**src/rtl/match_scan_ctrl_if.sv**
```systemverilog
// Command and calculation-unit signal bundle for match_scan_ctrl.
// The abort input exists only when SCAN_ABORT_EN is defined.
interface match_scan_ctrl_if;
    logic        start;
`ifdef SCAN_ABORT_EN
    logic        abort;
`endif
    logic        busy;
    logic        done;
    logic        smp_req;
    logic [13:0] smp_addr;
    logic        smp_vld;
    logic [5:0]  startplace;
    logic        startsig;
    logic        work;
    logic        valid;
    logic        finalstart;
    logic        change;
    logic [17:0] result;
    logic [5:0]  place;
    logic [17:0] best_result;
    logic [5:0]  best_place;

    modport master (
        input  start, smp_vld, result, place,
        output busy, done, smp_req, smp_addr, startplace, startsig, work, valid,
               finalstart, change, best_result, best_place
`ifdef SCAN_ABORT_EN
        , input abort
`endif
    );

    modport slave (
        output start, smp_vld, result, place,
        input  busy, done, smp_req, smp_addr, startplace, startsig, work, valid,
               finalstart, change, best_result, best_place
`ifdef SCAN_ABORT_EN
        , output abort
`endif
    );
endinterface

```
**src/rtl/match_scan_ctrl.sv**
```systemverilog
// Scan sequencer for the template-match unit: walks every start place, streams a window
// of samples, and keeps the minimum result. SCAN_ABORT_EN enables the abort input.
module match_scan_ctrl #(
    parameter int unsigned NPOS     = 64,
    parameter int unsigned WIN_LEN  = 32,
    parameter int unsigned CALC_LAT = 2
) (
    input  logic              clk,
    input  logic              rst_n,
    match_scan_ctrl_if.master ctrl_io,
    output logic              dbg_mismatch_o
);
    typedef enum logic [2:0] {
        StIdle, StInit, StAccum, StFinal, StWait, StCmp, StDone
    } state_e;

    localparam logic [8:0] WinLen    = 9'(WIN_LEN);
    localparam logic [5:0] LastPlace = 6'(NPOS - 1);
    localparam logic [2:0] LastLat   = 3'(CALC_LAT - 1);

    state_e      state_q, state_d;
    logic [8:0]  cnt_q, cnt_d;
    logic [2:0]  lat_q, lat_d;
    logic [5:0]  place_q, place_d;
    logic [17:0] run_q, run_d;
    logic [5:0]  run_place_q, run_place_d;
    logic [17:0] best_q, best_d;
    logic [5:0]  best_place_q, best_place_d;
    logic        mismatch_q, mismatch_d;
    logic        busy_q, done_q, startsig_q, work_q, finalstart_q, change_q;
    logic [13:0] smp_addr_q;
    logic        smp_req, valid, abort_req;

`ifdef SCAN_ABORT_EN
    assign abort_req = ctrl_io.abort;
`else
    assign abort_req = 1'b0;
`endif

    assign smp_req = (state_q == StAccum) && (cnt_q < WinLen);
    assign valid   = smp_req & ctrl_io.smp_vld;

    always_comb begin
        state_d      = state_q;
        cnt_d        = cnt_q;
        lat_d        = lat_q;
        place_d      = place_q;
        run_d        = run_q;
        run_place_d  = run_place_q;
        best_d       = best_q;
        best_place_d = best_place_q;
        mismatch_d   = mismatch_q;
        unique case (state_q)
            StIdle: begin
                cnt_d = '0;
                if (ctrl_io.start && !abort_req) begin
                    state_d    = StInit;
                    place_d    = '0;
                    mismatch_d = 1'b0;
                end
            end
            StInit: begin
                cnt_d   = '0;
                state_d = StAccum;
            end
            StAccum: begin
                if (valid) begin
                    cnt_d = cnt_q + 9'd1;
                    if (cnt_q == WinLen - 9'd1) state_d = StFinal;
                end
            end
            StFinal: begin
                lat_d   = '0;
                state_d = StWait;
            end
            StWait: begin
                if (lat_q == LastLat) state_d = StCmp;
                else                  lat_d   = lat_q + 3'd1;
            end
            StCmp: begin
                cnt_d = '0;
                // Strict less-than keeps the earlier place on ties; the first place always loads.
                if (place_q == 6'd0 || ctrl_io.result < run_q) begin
                    run_d       = ctrl_io.result;
                    run_place_d = place_q;
                end
                if (ctrl_io.place != place_q) mismatch_d = 1'b1;
                if (place_q == LastPlace) begin
                    state_d      = StDone;
                    best_d       = run_d;
                    best_place_d = run_place_d;
                end else begin
                    state_d = StInit;
                    place_d = place_q + 6'd1;
                end
            end
            StDone:  state_d = StIdle;
            default: state_d = StIdle;
        endcase
        if (abort_req && state_q != StIdle) begin
            state_d      = StIdle;
            best_d       = best_q;
            best_place_d = best_place_q;
        end
    end

    always_ff @(posedge clk or negedge rst_n) begin
        if (!rst_n) begin
            state_q      <= StIdle;
            cnt_q        <= '0;
            lat_q        <= '0;
            place_q      <= '0;
            run_q        <= '1;
            run_place_q  <= '0;
            best_q       <= '1;
            best_place_q <= '0;
            mismatch_q   <= 1'b0;
            busy_q       <= 1'b0;
            done_q       <= 1'b0;
            startsig_q   <= 1'b0;
            work_q       <= 1'b0;
            finalstart_q <= 1'b0;
            change_q     <= 1'b0;
            smp_addr_q   <= '0;
        end else begin
            state_q      <= state_d;
            cnt_q        <= cnt_d;
            lat_q        <= lat_d;
            place_q      <= place_d;
            run_q        <= run_d;
            run_place_q  <= run_place_d;
            best_q       <= best_d;
            best_place_q <= best_place_d;
            mismatch_q   <= mismatch_d;
            // Control outputs are registered from the next state so they align with it.
            busy_q       <= (state_d != StIdle);
            done_q       <= (state_d == StDone);
            startsig_q   <= (state_d == StInit);
            work_q       <= state_d inside {StInit, StAccum, StFinal, StWait, StCmp};
            finalstart_q <= (state_d == StFinal);
            change_q     <= (state_d == StCmp) && (place_d != LastPlace);
            smp_addr_q   <= {place_d, cnt_d[7:0]};
        end
    end

    assign ctrl_io.busy        = busy_q;
    assign ctrl_io.done        = done_q;
    assign ctrl_io.smp_req     = smp_req;
    assign ctrl_io.smp_addr    = smp_addr_q;
    assign ctrl_io.startplace  = place_q;
    assign ctrl_io.startsig    = startsig_q;
    assign ctrl_io.work        = work_q;
    assign ctrl_io.valid       = valid;
    assign ctrl_io.finalstart  = finalstart_q;
    assign ctrl_io.change      = change_q;
    assign ctrl_io.best_result = best_q;
    assign ctrl_io.best_place  = best_place_q;
    assign dbg_mismatch_o      = mismatch_q;
endmodule
```
**src/flat_wrapper.sv**
```systemverilog
// flat-port wrapper written by rule: the top's interface ports become plain ports
module match_scan_ctrl_flat 
#(
    parameter int unsigned NPOS     = 64,
    parameter int unsigned WIN_LEN  = 32,
    parameter int unsigned CALC_LAT = 2
)
  (clk, rst_n, dbg_mismatch_o, ctrl_io_start, ctrl_io_smp_vld, ctrl_io_result, ctrl_io_place, ctrl_io_busy, ctrl_io_done, ctrl_io_smp_req, ctrl_io_smp_addr, ctrl_io_startplace, ctrl_io_startsig, ctrl_io_work, ctrl_io_valid, ctrl_io_finalstart, ctrl_io_change, ctrl_io_best_result, ctrl_io_best_place);
  match_scan_ctrl_if ctrl_io_i ();
  input  logic clk;
  input  logic rst_n;
  output logic dbg_mismatch_o;
  input wire logic [$bits(ctrl_io_i.start)-1:0] ctrl_io_start;
  input wire logic [$bits(ctrl_io_i.smp_vld)-1:0] ctrl_io_smp_vld;
  input wire logic [$bits(ctrl_io_i.result)-1:0] ctrl_io_result;
  input wire logic [$bits(ctrl_io_i.place)-1:0] ctrl_io_place;
  output wire logic [$bits(ctrl_io_i.busy)-1:0] ctrl_io_busy;
  output wire logic [$bits(ctrl_io_i.done)-1:0] ctrl_io_done;
  output wire logic [$bits(ctrl_io_i.smp_req)-1:0] ctrl_io_smp_req;
  output wire logic [$bits(ctrl_io_i.smp_addr)-1:0] ctrl_io_smp_addr;
  output wire logic [$bits(ctrl_io_i.startplace)-1:0] ctrl_io_startplace;
  output wire logic [$bits(ctrl_io_i.startsig)-1:0] ctrl_io_startsig;
  output wire logic [$bits(ctrl_io_i.work)-1:0] ctrl_io_work;
  output wire logic [$bits(ctrl_io_i.valid)-1:0] ctrl_io_valid;
  output wire logic [$bits(ctrl_io_i.finalstart)-1:0] ctrl_io_finalstart;
  output wire logic [$bits(ctrl_io_i.change)-1:0] ctrl_io_change;
  output wire logic [$bits(ctrl_io_i.best_result)-1:0] ctrl_io_best_result;
  output wire logic [$bits(ctrl_io_i.best_place)-1:0] ctrl_io_best_place;
  assign ctrl_io_i.start = ctrl_io_start;
  assign ctrl_io_i.smp_vld = ctrl_io_smp_vld;
  assign ctrl_io_i.result = ctrl_io_result;
  assign ctrl_io_i.place = ctrl_io_place;
  assign ctrl_io_busy = ctrl_io_i.busy;
  assign ctrl_io_done = ctrl_io_i.done;
  assign ctrl_io_smp_req = ctrl_io_i.smp_req;
  assign ctrl_io_smp_addr = ctrl_io_i.smp_addr;
  assign ctrl_io_startplace = ctrl_io_i.startplace;
  assign ctrl_io_startsig = ctrl_io_i.startsig;
  assign ctrl_io_work = ctrl_io_i.work;
  assign ctrl_io_valid = ctrl_io_i.valid;
  assign ctrl_io_finalstart = ctrl_io_i.finalstart;
  assign ctrl_io_change = ctrl_io_i.change;
  assign ctrl_io_best_result = ctrl_io_i.best_result;
  assign ctrl_io_best_place = ctrl_io_i.best_place;
  match_scan_ctrl #(.NPOS(NPOS), .WIN_LEN(WIN_LEN), .CALC_LAT(CALC_LAT)) u_core (.clk(clk), .rst_n(rst_n), .ctrl_io(ctrl_io_i), .dbg_mismatch_o(dbg_mismatch_o));
endmodule
```
**config.mk**
```make
export PLATFORM = sky130hd
export DESIGN_NAME = match_scan_ctrl_flat
export DESIGN_NICKNAME = d
export VERILOG_FILES = /design/src/rtl/match_scan_ctrl_if.sv /design/src/rtl/match_scan_ctrl.sv /design/src/flat_wrapper.sv
export SDC_FILE = /design/constraint.sdc
export NUM_CORES = 1
export LEC_CHECK = 0
export ABC_AREA = 1
export CORE_MARGIN = 2
export CORE_UTILIZATION = 35
export CTS_CLUSTER_SIZE = 8
export DETAILED_ROUTE_END_ITERATION = 7
export PLACE_DENSITY = 0.64
export REMOVE_ABC_BUFFERS = 1
export SETUP_SLACK_MARGIN = 0.4
export SLEW_MARGIN = 10
export SYNTH_ARGS = -nofsm -noshare
export SYNTH_HDL_FRONTEND = slang
export SYNTH_SLANG_ARGS = --single-unit
```
**constraint.sdc**
```tcl
create_clock -name clk -period 2.12 [get_ports clk]
set_input_delay 0.212 -clock clk [delete_from_list [all_inputs] [get_ports clk]]
set_output_delay 0.212 -clock clk [all_outputs]
set_load 0.1 [all_outputs]
```
==> impl_summary.md <==
Power and ir drop
The share of total power dissipated in the clock network is 21.5%. The reported leakage power is 3.09 nW. The power per standard cell area is 1160 nW/um2. The power spent charging and discharging nets is 3.17 mW. In this run switching power makes up 43.7% of total power. Of the total power, registers draw 29.3%. The share of total power dissipated in combinational logic is 49.2%. The peak ir drop on the vdd network is 0.540 mV. The internal power of the cells totals 4.08 mW.

Setup path
The cell depth of the worst flop-to-flop path is 12. STA puts the critical path data arrival time at 2.19 ns. The critical path is of the reg -> reg type. The cell type with the highest occurrence count on the critical path is nand2_2.

Setup slack on the worst reg-to-reg path comes out at 0.15 ns. The critical path data required time is 2.34 ns. The maximum fanout count along the critical path is 6.

The worst setup path is captured at a flip-flop. The signal on the critical path passes through inv_2, ha_4, a21o_1, nor2_2, nand2_2, nand2_2, nand3_4, nand2_8, buf_6, nand2_2, nand3_1, nand2_1. The critical path's largest stage delay is 0.54 ns. The worst reg2reg path endpoint is u_core.ctrl_io.best_place[1].

The worst reg2reg path startpoint is u_core.run_q[9]. The master of the slowest instance on the critical path is dfstp_2. The element type at the critical path start is a flip-flop.

Clock tree
The clock passes through at most 2 buffers. Clock-pin slew was measured on the worst setup and hold paths at 0.06 ns. The clock tree root driver cell is clkbuf_16.

Counting the buffers created by CTS gives 9. The clock tree from TritonCTS is yes. The H-tree generated during clock tree synthesis spans 3 levels. The clock net in this run drives a total of 76 sinks.

For the worst-skew pair, the clock arrives at the later sink with an insertion delay of 0.33 ns.

Floorplanning
After floorplanning, the core was sized to cover 12500 um2. The total die area is 13500 um2. The die span in x is 116 um. The die is 116 um tall. Once the floorplan was initialized, standard cells occupied 35.4% of the core. The count of pins on the block boundary is 81. After floorplanning, the core was divided into 41 placement rows.

Global route
The total overflow reported by the global router is 0. The met2 usage is 28.6%. The number of global-route vias before repair came to 3892. The first global-routing pass estimated 18300 um of wire. The global-route met1 utilization is 22.4%. The number of antenna violations at the first check in global routing is 0.

The met3 capacity usage during global routing is 2.44%. The maximum number of pins on one net before global-route repair is 41. The most crowded layer after global routing is met2. The global-route usage over all layers is 17.2%.

Timing
The number of max-slew violations in the final report is 0. Of the available clock period, the critical path in the final layout requires 92.9%. The tightest slew margin relative to the limit is 64.1%. The shortest clock period the worst path allows after layout is 1.97 ns.

Setup repair after global routing could not meet its margin everywhere. The final hold violation count is 0. Adding up every negative setup slack in the final design gives 0 ns. On the final layout, the worst clock skew is 0.00670 ns.

The transition at the pin with the smallest max-transition slack is 0.538 ns. The maximum clock frequency is 508 MHz. The total setup violations reported at the end of the flow is 0.

Finish
The area of all placed cells without fillers is 6250 um2. The filler cells instantiated in the layout total 1196. The repair_antennas step left the layout with diodes totalling 0. The library cell used most frequently in the layout, excluding fill and tap cells, is nand2_1. Compared with the post-synthesis result, the final layout area differs by 41.7%. The ratio of cells with drive above 1 in the final layout is 39.0%. Leaving out fill and tap cells, the most frequent cells in the layout are nand2_1 (147), buf_4 (80), inv_1 (62), nand3_1 (62), dfrtp_1 (38). In the final design database the tool counted 711 nets.

Job
Across the run, the number of max-cap violations was 0.

Detailed routing
Across all layers, the routed design uses 3992 vias. The first detailed-routing pass ran for 5 iterations. The detail route stage leaves a number of antenna-violating nets equal to 0.

In the routed design, unresolved DRC markers number 0. Using the TritonRoute via totals, the vias-per-cell ratio works out to 4.76. After the first detailed-routing iteration, the DRC count stood at 266.

Dividing the detail-routed wire length by the instance count gives 13.8 um. The final layout contains routed wiring with a total length of 11600 um.

Placement
Port buffering added 80 buffers. After detailed placement, the total cell area comes to 5310 um2. The estimated wirelength of the detail-placed design is 7720 um. The weighted congestion reported at the end of routability-driven placement is 0.834.

Logic synthesis
Summing the sequential cell areas from Yosys gives 44.1% of the chip area. The synthesized design contains 76 register bits. After synthesis, the netlist uses 37 different library cells. The number of synthesis warnings is 0.

The netlist area before placement is 4410 um2. The instance count of the mapped netlist is 565. The average instance in the mapped netlist occupies 7.81 um2.

Min path
The class of the most critical hold timing path is in -> async.

Run status
The flow ran to the end, and the final reports show no timing, DRC or antenna violations.
## how the worst max path moves through the flow
stage	slack, ns	endpoint	cells after the start	start
after floorplan	-1.34	u_core.ctrl_io.work	9	u_core.ctrl_io.startplace[1]
after global placement	-0.04	u_core.ctrl_io.best_result[12]	12	ctrl_io_result[9]
after detailed placement	-0.05	u_core.ctrl_io.best_result[3]	12	ctrl_io_result[9]
after CTS	0.15	u_core.ctrl_io.best_result[11]	13	u_core.run_q[7]
after global routing	0.04	u_core.run_place_q[0]	12	u_core.run_q[9]
final	0.15	u_core.ctrl_io.best_place[1]	12	u_core.run_q[9]
## routing by layer
metal | part of all wire, % | up-vias
met2 | 50 | 106
met5 | 0 | -
li1 | - | 1952
met1 | 45 | 1918
met3 | 4.0 | 16
met4 | 1.5 | 0
## power by group through the flow
| stage | logic, mW | clock network (mW) | registers, mW |
|---|---|---|---|
| final | 3.57 | 1.56 | 2.13 |
| after detailed placement | 2.87 | 0 | 2.11 |
| after global placement | 2.82 | 0 | 2.10 |
| after CTS | 3.28 | 1.59 | 2.11 |
| after global routing | 3.88 | 1.65 | 2.16 |
| after floorplan | 1.41 | 0 | 2.70 |
## final cells by class
| class | instances | area [um2] | area share [%] |
|---|---|---|---|
| Inverter | 83 | 322 | 5.15 |
| Timing Repair Buffer | 116 | 1030 | 16.5 |
| Sequential cell | 76 | 1950 | 31.2 |
| Tap cell | 172 | 215 | 3.44 |
| Clock buffer | 10 | 239 | 3.82 |
| Clock inverter | 6 | 63.8 | 1.02 |
| Multi-Input combinational cell | 375 | 2430 | 38.9 |
## worst max-delay path: cells and delay by family, from the launching register on
| kind | cells | cell delay [ns] |
|---|---|---|
| fa+ha+maj | 1 | 0.22 |
| simple gates | 8 | 0.73 |
| flops | 1 | 0.54 |
| buf+inv | 2 | 0.20 |
| compound gates | 1 | 0.18 |
## Yosys cell counts (all sizes together)
library cell,number,area share [%]
dfstp,36,21
ha,22,6.2
o21ai,14,1.7
o21bai,1,0.17
nor3,1,0.11
o22ai,3,0.43
a22o,1,0.20
nor4,1,0.14
nand4,3,0.43
buf,29,4.6
xor2,5,0.99
clkbuf,2,0.17
dfrtp,40,23
or2,2,0.28
a21o,2,0.34
xnor2,2,0.40
o211ai,1,0.17
nand3,90,11
nand3b,1,0.17
inv,83,7.1
nand2,188,18
nor2,29,2.8
a21oi,8,0.99
and2,1,0.14
## metrics by stage
step | instances | total power, mW | utilization (%) | hold WS (ns) | worst slack, ns
5_1_grt | 838 | 7.69 | 50.1 | 0.472 | 0.0390
4_1_cts | 832 | 6.98 | 48.3 | 0.425 | 0.146
3_5_place_dp | 806 | 4.99 | 42.6 | 0.232 | -0.0519
2_1_floorplan | 534 | 4.11 | - | -0.0836 | -1.34
3_3_place_gp | 806 | 4.92 | 42.6 | 0.231 | -0.0370
6_report | 838 | 7.25 | 50.1 | 0.402 | 0.151
## cell families after synthesis
family / share of synthesized area (%)
AND/OR/NAND/NOR: 32.5
buffers and inverters: 11.8
flip-flops: 44.1
AO/OA/AOI/OAI: 3.97
adder cells (fa/ha/maj): 6.24
XOR/XNOR: 1.39
## repair_timing
item                       in CTS  in global routing
setup buffers                   9                  6
pin swaps                      35                 37
hold endpoints to repair       24                  0
hold buffers                    1                  0
setup endpoints to repair      52                 53
resized for setup              66                 48
No activity file was read; power rests on OpenSTA's default activity.
